## config.mk

```make
export PLATFORM = sky130hd
export DESIGN_NAME = pipe_stall_ctrl
export DESIGN_NICKNAME = d
export VERILOG_FILES = /design/src/rtl/pipe_pkg.sv /design/src/rtl/md_busy_tracker.sv /design/src/rtl/pipe_stall_ctrl.sv
export SDC_FILE = /design/constraint.sdc
export NUM_CORES = 1
export LEC_CHECK = 0
export CELL_PAD_IN_SITES_DETAIL_PLACEMENT = 1
export CELL_PAD_IN_SITES_GLOBAL_PLACEMENT = 1
export CORE_MARGIN = 2
export CORE_UTILIZATION = 37
export CTS_CLUSTER_DIAMETER = 80
export DETAILED_ROUTE_END_ITERATION = 10
export PLACE_DENSITY_LB_ADDON = 0.1
export SLEW_MARGIN = 25
export SYNTH_ARGS = -nofsm -noshare
export SYNTH_HDL_FRONTEND = slang
export SYNTH_SLANG_ARGS = --single-unit
```

## constraint.sdc

```tcl
create_clock -name clk -period 4.03 [get_ports clk]
set_clock_uncertainty 0.1 [all_clocks]
set_input_delay 0.6045 -clock clk [delete_from_list [all_inputs] [get_ports clk]]
set_output_delay 0.6045 -clock clk [all_outputs]
set_load 0.02 [all_outputs]
```

## src/rtl/pipe_pkg.sv

```systemverilog
// Shared types and constants for the pipeline hazard/stall control slice.
// Includes the Tuse/Tnew source-hazard predicate used for both rs and rt.
package pipe_pkg;

  typedef logic [1:0] tcnt_t;

  localparam tcnt_t      TUSE_NONE       = 2'd3;
  localparam logic [4:0] REG_ZERO        = 5'd0;
  localparam int         DEF_MULT_CYCLES = 5;
  localparam int         DEF_DIV_CYCLES  = 10;

  // A source stalls when a producer in E or M will not have its result ready in time.
  function automatic logic src_hazard(
    input logic [4:0] src,
    input tcnt_t      tuse,
    input logic [4:0] wa_e,
    input tcnt_t      tnew_e,
    input logic [4:0] wa_m,
    input tcnt_t      tnew_m
  );
    return (tuse != TUSE_NONE) && (src != REG_ZERO) &&
           (((src == wa_e) && (tnew_e > tuse)) || ((src == wa_m) && (tnew_m > tuse)));
  endfunction

endpackage

```

## src/rtl/md_busy_tracker.sv

```systemverilog
// Tracks the multi-cycle multiply/divide unit with a down counter.
// Busy is asserted from the issuing cycle until the counter drains.
module md_busy_tracker
  import pipe_pkg::*;
#(
  parameter int MULT_CYCLES = DEF_MULT_CYCLES,
  parameter int DIV_CYCLES  = DEF_DIV_CYCLES
) (
  input  logic clk,
  input  logic reset,
  input  logic md_start_e,
  input  logic md_is_div_e,
  output logic md_busy
);

  localparam int MAX_CYCLES = (MULT_CYCLES > DIV_CYCLES) ? MULT_CYCLES : DIV_CYCLES;
  localparam int MD_W       = $clog2(MAX_CYCLES + 1);

  logic [MD_W-1:0] md_cnt;

  // NOTE: sequential state uses non-blocking assignments so every flop samples pre-edge values.
  always_ff @(posedge clk) begin
    if (reset) begin
      md_cnt <= '0;
    end else if (md_start_e) begin
      md_cnt <= md_is_div_e ? MD_W'(DIV_CYCLES) : MD_W'(MULT_CYCLES);
    end else if (md_cnt != '0) begin
      md_cnt <= md_cnt - MD_W'(1);
    end
  end

  // Reset masks a same-cycle start so busy reads low for the whole reset cycle.
  assign md_busy = ~reset & (md_start_e | (md_cnt != '0));

endmodule

```

## src/rtl/pipe_stall_ctrl.sv

```systemverilog
// Hazard and stall controller for the 5-stage pipeline: data hazards, mult/div
// busy interlock and a saturating stall-cycle counter.
module pipe_stall_ctrl
  import pipe_pkg::*;
#(
  parameter int MULT_CYCLES = DEF_MULT_CYCLES,
  parameter int DIV_CYCLES  = DEF_DIV_CYCLES,
  parameter int CNT_W       = 32
) (
  input  logic             clk,
  input  logic             reset,
  input  logic [4:0]       rs_d,
  input  logic [4:0]       rt_d,
  input  logic [1:0]       tuse_rs_d,
  input  logic [1:0]       tuse_rt_d,
  input  logic [4:0]       wa_e,
  input  logic [1:0]       tnew_e,
  input  logic [4:0]       wa_m,
  input  logic [1:0]       tnew_m,
  input  logic             md_use_d,
  input  logic             md_start_e,
  input  logic             md_is_div_e,
  output logic             pc_en,
  output logic             ifid_en,
  output logic             idex_clr,
  output logic             md_busy,
  output logic [CNT_W-1:0] stall_cnt
);

  logic stall_rs;
  logic stall_rt;
  logic stall_md;
  logic stall;

  md_busy_tracker #(
    .MULT_CYCLES(MULT_CYCLES),
    .DIV_CYCLES (DIV_CYCLES)
  ) u_md_busy (
    .clk        (clk),
    .reset      (reset),
    .md_start_e (md_start_e),
    .md_is_div_e(md_is_div_e),
    .md_busy    (md_busy)
  );

  // NOTE: combinational outputs are continuous assigns, so no path can infer a latch.
  assign stall_rs = src_hazard(rs_d, tuse_rs_d, wa_e, tnew_e, wa_m, tnew_m);
  assign stall_rt = src_hazard(rt_d, tuse_rt_d, wa_e, tnew_e, wa_m, tnew_m);
  assign stall_md = md_use_d & md_busy;
  assign stall    = ~reset & (stall_rs | stall_rt | stall_md);

  assign pc_en    = ~stall;
  assign ifid_en  = ~stall;
  assign idex_clr = stall;

  always_ff @(posedge clk) begin
    if (reset) begin
      stall_cnt <= '0;
    end else if (stall && (stall_cnt != {CNT_W{1'b1}})) begin
      stall_cnt <= stall_cnt + CNT_W'(1);
    end
  end

endmodule

```

== Word level (Yosys, flattened, before mapping) ==
Index checks and enable logic that the tools add are counted.
Word-level totals
  flip-flop bits (word level): 36
  bits in latches: 0
  RAM bits: 0
  bits in read-only memories: 0
  memories kept: 0
Operators by class
  add/subtract/negate cells: 2
  multiply operators: 0
  divide/modulo/power cells: 0
  order comparisons: 4
  equal/unequal tests: 7
  shift-type cells: 0
  muxes and demuxes: 3
  bitwise gates (word level): 8
  reductions and logical operators: 15
Operator list (count)
  adder 32 x 1 -> 32 bit, second input constant: 1
  != test 32 bit, second input constant: 1
  == test 5 bit: 4
  2-to-1 mux 4 bit: 3
  nonzero test 5 bit: 2
  logical AND 1 bit: 9
  > comparator 2 bit: 4
  != test 2 bit, second input constant: 2
  nonzero test 4 bit: 1
  subtractor 4 x 1 -> 4 bit, second input constant: 1
  bitwise AND 1 bit: 3
  bitwise OR 1 bit: 3
  logical OR 1 bit: 2
  NOT 1 bit: 2
  nonzero test 2 bit: 1

== Logic depth before layout (Yosys ltp) ==
Gate-level depths: netlist of the first run.
  word-level depth: 8
  depth in mapped cells: 11
  mapped depth without buffers: 9

== By module ==
Synthesis of the first run repeated with hierarchy kept, for this count alone.
Unflattened totals
  cell total of the unflattened synthesis: 301
  area total of the unflattened synthesis: 2414.8 sq um
Modules (own cells, without submodules)
  pipe_stall_ctrl: instances 1, cells each 276, area each 2183.3 sq um
  md_busy_tracker: instances 1, cells each 25, area each 231.5 sq um

== Least setup slack after synthesis of the first run ==
Ideal clock, no wire load.
  path kind: input to output
  from: in tuse_rs_d[1]
  to: out pc_en
  arrival time: 2051 ps
  data required time: 3326 ps
  slack: 1274 ps
  stages: 9
  cells stage by stage: inv_1 > ha_1 > nand2_1 > nand4_1 > nor4_1 > o221ai_1 > nand3_1 > nand2_1 > buf_4
Between the ends
  longest elaborated chain between the ends: 8
Ends and longest elaborated chain
  start: declaration: line pipe_stall_ctrl.sv:14  | input logic [1:0] tuse_rs_d,
  > comparator 2 bit: line pipe_pkg.sv:22  | (((src == wa_e) && (tnew_e > tuse)) || ((src == wa_m) && (tnew_m > tuse)));
  logical AND 1 bit: line pipe_pkg.sv:22
  logical OR 1 bit: line pipe_pkg.sv:22
  logical AND 1 bit (*): line pipe_pkg.sv:21  | return (tuse != TUSE_NONE) && (src != REG_ZERO) &&
  bitwise OR 1 bit (*) (2 in a row): line pipe_stall_ctrl.sv:50  | assign stall = ~reset & (stall_rs | stall_rt | stall_md);
  bitwise AND 1 bit (*): line pipe_stall_ctrl.sv:50
  NOT 1 bit (*)
  end: declaration: line pipe_stall_ctrl.sv:23  | output logic pc_en,
Mark *: on every way between the ends. The rest lies on a longest branch, timed or not.

== Worst setup path in the final report of the first run ==
  from: in tuse_rs_d[1]
  to: out idex_clr
Between the ends
  longest elaborated chain between the ends: 7
Ends and longest elaborated chain
  > comparator 2 bit: line pipe_pkg.sv:22
  logical AND 1 bit: line pipe_pkg.sv:22
  logical OR 1 bit: line pipe_pkg.sv:22
  logical AND 1 bit (*): line pipe_pkg.sv:21
  bitwise OR 1 bit (*) (2 in a row): line pipe_stall_ctrl.sv:50
  bitwise AND 1 bit (*): line pipe_stall_ctrl.sv:50
  end: declaration: line pipe_stall_ctrl.sv:25  | output logic idex_clr,
Marks and branches as above.

==> results of run 1 <==
-- final cells by class --
type / instances / area share [%]
clock inverter: 3 / 0.587
timing repair buffer: 73 / 22.5
inverter: 14 / 1.64
sequential: 36 / 22.6
clock buffer: 5 / 2.15
tap: 77 / 3.01
multi-input combinational: 226 / 47.6
-- metal layers --
layer  vias up  wire length (microns)
li1       1232                      -
met1      1185                   3310
met2        55                   3320
met3         6                    217
met4         0                     76
met5         -                      0
-- worst reg2reg max path, cell delays in order, from the launching register on --
cell and delay (ns):
dfxtp_1 0.43, ha_1 0.21, nand3_1 0.16, nor4_2 0.30, buf_4 0.18, and2_1 0.21, and3_1 0.64, buf_4 0.32
nor4_1 0.08, o21a_1 0.19
-- power breakdown --
part | switching (mW) | internal (mW) | total, mW
combinational | 0.0836 | 0.0763 | 0.160
sequential | 0.00830 | 0.364 | 0.372
clock | 0.146 | 0.121 | 0.266
-- sequential cells by signal (all words and copies together), names as in the netlist --
register and flops:
stall_cnt 32, u_md_busy.md_cnt 4
-- cells in the final DEF, fill, tap and decap left out, drive strengths merged, types with 2 or more instances in the layout --
cell and instances:
nand2 24, nor2 9, clkbuf 5, o31a 4
o211a 2, xor2 10, o41ai 2, xnor2 12
nand4 13, buf 5, clkdlybuf4s50 68, o21ai 7
o21a 4, dfxtp 36, and3 10, or4 18
clkinv 4, inv 13, a21oi 30, o31ai 17
or3 7, and2 3, ha 11, o221ai 2
nand3 16, nor4 10, mux2 2
-- worst max path at each step --
stage | start | slack, ns | end
4_1_cts | tuse_rs_d[1] | 0.22 | idex_clr
3_5_place_dp | tuse_rs_d[1] | 0.23 | idex_clr
2_1_floorplan | tuse_rs_d[1] | 1.27 | pc_en
3_3_place_gp | tuse_rs_d[1] | 0.29 | idex_clr
6_report | tuse_rs_d[1] | 0.23 | idex_clr
5_1_grt | tuse_rs_d[1] | 0.004 | idex_clr
-- logic make-up after synthesis --
family | synth area share, %
and+or+nand+nor | 29.1
AOI/OAI and AO/OA | 19.5
DFF | 30.0
buffers and inverters | 6.77
muxes | 0.937
xor gates and xnor gates | 8.02
adders and majority gates | 5.73
-- per-stage QoR --
stage          util (%)  hold slack (ns)  area [sq um]
2_1_floorplan         -            0.373          2400
3_3_place_gp       49.2            0.373          3110
3_5_place_dp       49.2            0.397          3110
4_1_cts            50.6            0.409          3200
5_1_grt            50.6            0.431          3200
6_report           50.6            0.403          3200
==> flow_summary_export.csv, run 1 <==
group,metric,value,unit
outcome,run_status,"complete, no violations",
cts,post-cts-setup-buffers,0,
sta,finalSetupViolCount,0,
cts,worstSkewPairLatency,0.29,ns
synthesis,synth.most_common_cell,"dfxtp_1",
synthesis,synth_area_leader_cell,"dfxtp_1",
place,gp_congestion,0.803,
floorplan,initial_utilization,38.1,%
cts,cts_buffer_depth,2,
place,port_buffers,68,
sta,period_share,94.2,%
synthesis,postSynth.asyncResetShare,0,%
global_route,grtUsageMet1,25.8,%
worst_hold_path,hold_end,"stall_cnt[23]",
critical_path,reg2reg_setup_slack,1.11,ns
synthesis,synth_enable_flop_cells,0,
global_route,grt_use_met2,34.1,%
synthesis,syn_inst,293,
critical_path,critPathRequiredTime,3.33,ns
floorplan,rows,29,
route,viasPerCell,5.71,
power_and_ir_drop,p_per_area,250,mW/mm^2
run,cap_violations,0,
layout,area_delta_synth_final,33.0,%
route,dr.pass1.iters,4,
synthesis,yosys_register_bits,36,
critical_path,r2r_start,"stall_cnt[1]",
synthesis,ys_top_cells_by_area,"dfxtp_1 30%, a21oi_1 6.2%, ha_1 5.7%, or4_1 5.6%, o31ai_1 5.3%",
layout,fin_cells,434,
cts,cts.clk_slew.worst_paths,0.08,ns
global_route,grt_busiest_layer,"met2",
route,wl_per_cell,16.0,microns
cts,cts_resized,0,
layout,num-fill-cells,771,
power_and_ir_drop,power,0.798,mW
synthesis,netlist_area,0.00240,sq mm
synthesis,syn-num-nets,337,
critical_path,cp-start-kind,"primary input",
synthesis,seq_area_frac_synth,30.0,%
synthesis,yosysTopAreaCellShare,30.0,%
route,drc_errors,0,
floorplan,die_w,84.6,microns
cts,cts_tree,"done",
floorplan,fp.dieH,84.6,microns
place,dpl_worst_slack,0.235,ns
layout,drive_gt1_share,5.32,%
critical_path,r2r-end,"stall_cnt[9]",
floorplan,coreArea,0.00631,sq mm
critical_path,worstSetupPathDepth,11,
synthesis,syn_area_per_cell,8.20,sq um
worst_hold_path,hp-class,"reg2reg",
power_and_ir_drop,p_leak,1.09,nW
global_route,grt_use_met3,3.34,%
synthesis,synth_ff_type,"dfxtp_1",
critical_path,cp_cell_sequence,"clkdlybuf4s50_1 > inv_1 > ha_1 > nand2_1 > nand4_1 > nor4_1 > o221ai_1 > nand3_1 > nand2_1 > inv_1 > clkdlybuf4s50_1",
place,hpwl,5.14,mm
sta,finalMaxSlewViolations,0,
critical_path,path_buf_inv,4,
layout,diodes,0,
route,drtAntennaViolNets,0,
critical_path,cpLargestDelayFamily,"buffers and inverters",
global_route,overflow,0,
global_route,grtUsageTotal,19.9,%
route,first_iter_violations,120,
critical_path,cp_slowest_cell,"clkdlybuf4s50_1",
power_and_ir_drop,ir_drop,0.000152,V
cts,h-tree-depth,2,
global_route,grt_antenna_before_repair,0,
sta,worstMarginPinSlew,0.696,ns
sta,rsz0062_at_grt,"false",
sta,hold_violations,0,
critical_path,r2r.worst_path.cells,9,
layout,regArea,721,sq um
floorplan,design.die.area,0.00716,sq mm
critical_path,crit_type,"in2out",
cts,ctsHoldBuffers,0,
layout,multi_input_area,0.00152,sq mm
cts,cts_buffers,5,
floorplan,pin_count,69,
synthesis,synth_warnings,0,
critical_path,arrival,3.09,ns
synthesis,synth_cell_type_count,45,
layout,final_nets,400,
sta,setup_ws,0.234,ns
route,finalWirelength,6.93,mm
sta,period_needed,3.80,ns
global_route,grt_pass1_wl,11.7,mm
sta,fin_tns_setup,0,ns
critical_path,cp-end-kind,"primary output",
cts,cts_sinks,36,
sta,maxSlewHeadroom,53.6,%
place,dpl.cell_count,426,
critical_path,cp_max_fo,4,
global_route,grt_pass1_vias,2519,
worst_hold_path,min_from,"stall_cnt[23]",
cts,root_buffer,"clkbuf_8",
synthesis,synth_top_cells_by_count,"36 x dfxtp_1, 30 x a21oi_1, 24 x nand2_1, 18 x or4_1, 17 x o31ai_1",
sta,fmax,263,MHz
worst_hold_path,hold_depth,2,
global_route,grt_start_max_net_pins,60,
route,vias,2478,
critical_path,cpPeakStageDelay,0.60,ns
Note: power is estimated with default switching activity, not from simulation.
==> run 2: changes to the inputs <==
- SETUP_SLACK_MARGIN: unset -> 0.05
==> flow_summary_export.csv, run 2 (same netlist as run 1, synthesis figures left out) <==
group,metric,value,unit
outcome,run_status,"complete, no violations",
floorplan,initial_utilization,38.1,%
global_route,grt_pass1_vias,2519,
layout,diodes,0,
layout,largest_reg_flops,32,
critical_path,arrival,3.09,ns
floorplan,fp.dieH,84.6,microns
sta,finalSetupViolCount,0,
critical_path,r2r-end,"stall_cnt[9]",
sta,finalMaxSlewViolations,0,
layout,max_flop_register,"stall_cnt",
worst_hold_path,hold_depth,2,
power_and_ir_drop,p_per_area,249,mW/mm^2
route,drtAntennaViolNets,0,
sta,fmax,263,MHz
sta,fin_tns_setup,0,ns
cts,worstSkewPairLatency,0.29,ns
place,placed_cell_area,0.00311,sq mm
run,cap_violations,0,
sta,rsz0062_at_grt,"false",
critical_path,r2r_start,"stall_cnt[1]",
floorplan,design.die.area,0.00716,sq mm
layout,area_delta_synth_final,33.2,%
layout,final_area,0.00320,sq mm
critical_path,cpLargestDelayFamily,"buffers and inverters",
global_route,grt_antenna_before_repair,0,
sta,worstMarginPinSlew,0.697,ns
global_route,overflow,0,
power_and_ir_drop,ir_drop,0.000153,V
cts,cts.clk_slew.worst_paths,0.08,ns
critical_path,reg2reg_setup_slack,1.12,ns
critical_path,cp_slowest_cell,"clkdlybuf4s50_1",
floorplan,rows,29,
cts,root_buffer,"clkbuf_8",
critical_path,cp-start-kind,"primary input",
cts,cts_tree,"done",
sta,period_share,94.3,%
worst_hold_path,min_from,"stall_cnt[23]",
place,hpwl,5.14,mm
critical_path,crit_type,"in2out",
sta,maxSlewHeadroom,53.6,%
worst_hold_path,hp-class,"reg2reg",
route,first_iter_violations,108,
sta,hold_violations,0,
layout,final_common_cell,"clkdlybuf4s50_1",
route,finalWirelength,6.93,mm
sta,hold-worst-slack,0.402,ns
floorplan,pin_count,69,
worst_hold_path,hold_end,"stall_cnt[23]",
critical_path,path_buf_inv,4,
route,drc_errors,0,
cts,h-tree-depth,2,
sta,setup_ws,0.231,ns
critical_path,r2r.worst_path.cells,9,
global_route,grt_start_max_net_pins,60,
route,viasPerCell,5.67,
sta,period_needed,3.80,ns
route,wl_per_cell,16.0,microns
route,dr.pass1.iters,4,
place,gp_congestion,0.803,
layout,drive_gt1_share,5.60,%
layout,top_regs,"stall_cnt: 32 flops, u_md_busy.md_cnt: 4 flops",
place,port_buffers,68,
critical_path,cp_max_fo,4,
critical_path,cp_cell_sequence,"clkdlybuf4s50_1 > inv_1 > ha_1 > nand2_1 > nand4_1 > nor4_2 > o221ai_1 > nand3_1 > nand2_1 > inv_1 > clkdlybuf4s50_1",
route,vias,2462,
cts,cts_buffer_depth,2,
layout,num-fill-cells,769,
critical_path,critPathRequiredTime,3.33,ns
place,dpl_worst_slack,0.235,ns
cts,ctsHoldBuffers,0,
critical_path,cpPeakStageDelay,0.60,ns
layout,final_nets,400,
power_and_ir_drop,p_leak,1.09,nW
layout,fin_util,50.7,%
global_route,grtUsageTotal,19.9,%
critical_path,cp-end-kind,"primary output",
cts,cts_buffers,5,
floorplan,die_w,84.6,microns
floorplan,coreArea,0.00631,sq mm
cts,cts_sinks,36,
layout,layout_common_cells,"68 x clkdlybuf4s50_1, 36 x dfxtp_1, 30 x a21oi_1, 24 x nand2_1, 18 x or4_1",
global_route,grt_pass1_wl,11.7,mm
## run 2: cell counts in the layout (fill, tap and decap cells not counted)
No cell type changed its count.
## run 2: worst max-delay path by stage
stage	from	end	slack, ns	cells after the start
after floorplan	tuse_rs_d[1]	pc_en	1.27	9
after global placement	tuse_rs_d[1]	idex_clr	0.29	11
after detailed placement	tuse_rs_d[1]	idex_clr	0.23	11
after CTS	tuse_rs_d[1]	idex_clr	0.22	11
after global routing	tuse_rs_d[1]	idex_clr	0.03	11
final	tuse_rs_d[1]	idex_clr	0.23	11
## run 2: report_power, final
group | switching [mW] | total (mW) | internal, mW
sequential | 0.00834 | 0.372 | 0.364
clock | 0.144 | 0.265 | 0.121
combinational | 0.0843 | 0.161 | 0.0765
## run 2: area by class of cell
cell class,instances,area (sq um),share of cell area (%)
well taps,77,96.3,3.01
repair buffers,73,718,22.4
multi-input cells,226,1530,47.7
clock buffers,5,68.8,2.15
inverters,14,52.6,1.64
clock inverters,3,18.8,0.586
flip-flops and latches,36,721,22.5
## run 2: metrics by stage
step / total power [mW] / cells
floorplan: 0.474 / 293
global placement: 0.539 / 426
detailed placement: 0.541 / 426
CTS: 0.804 / 434
global route: 0.839 / 434
finish: 0.797 / 434
## run 2: repair_timing
action | 4_1_cts | 5_1_grt
endpoints found under the hold margin | 0 | 0
resized for setup | 0 | 1
endpoints found under the setup margin | 0 | 1
setup buffers | 0 | 0
## run 2: layer usage
layer	up-vias	global-route usage, %	wire length [microns]
li1	1230	-	-
met1	1173	25.8	3320
met2	53	34.1	3310
met3	6	3.34	215
met4	0	5.63	76
met5	-	0	0
## run 2: worst min-delay path, stage by stage (launching register included)
cell,delay (ns)
dfxtp_1,0.34
o41ai_1,0.06
a21oi_1,0.06
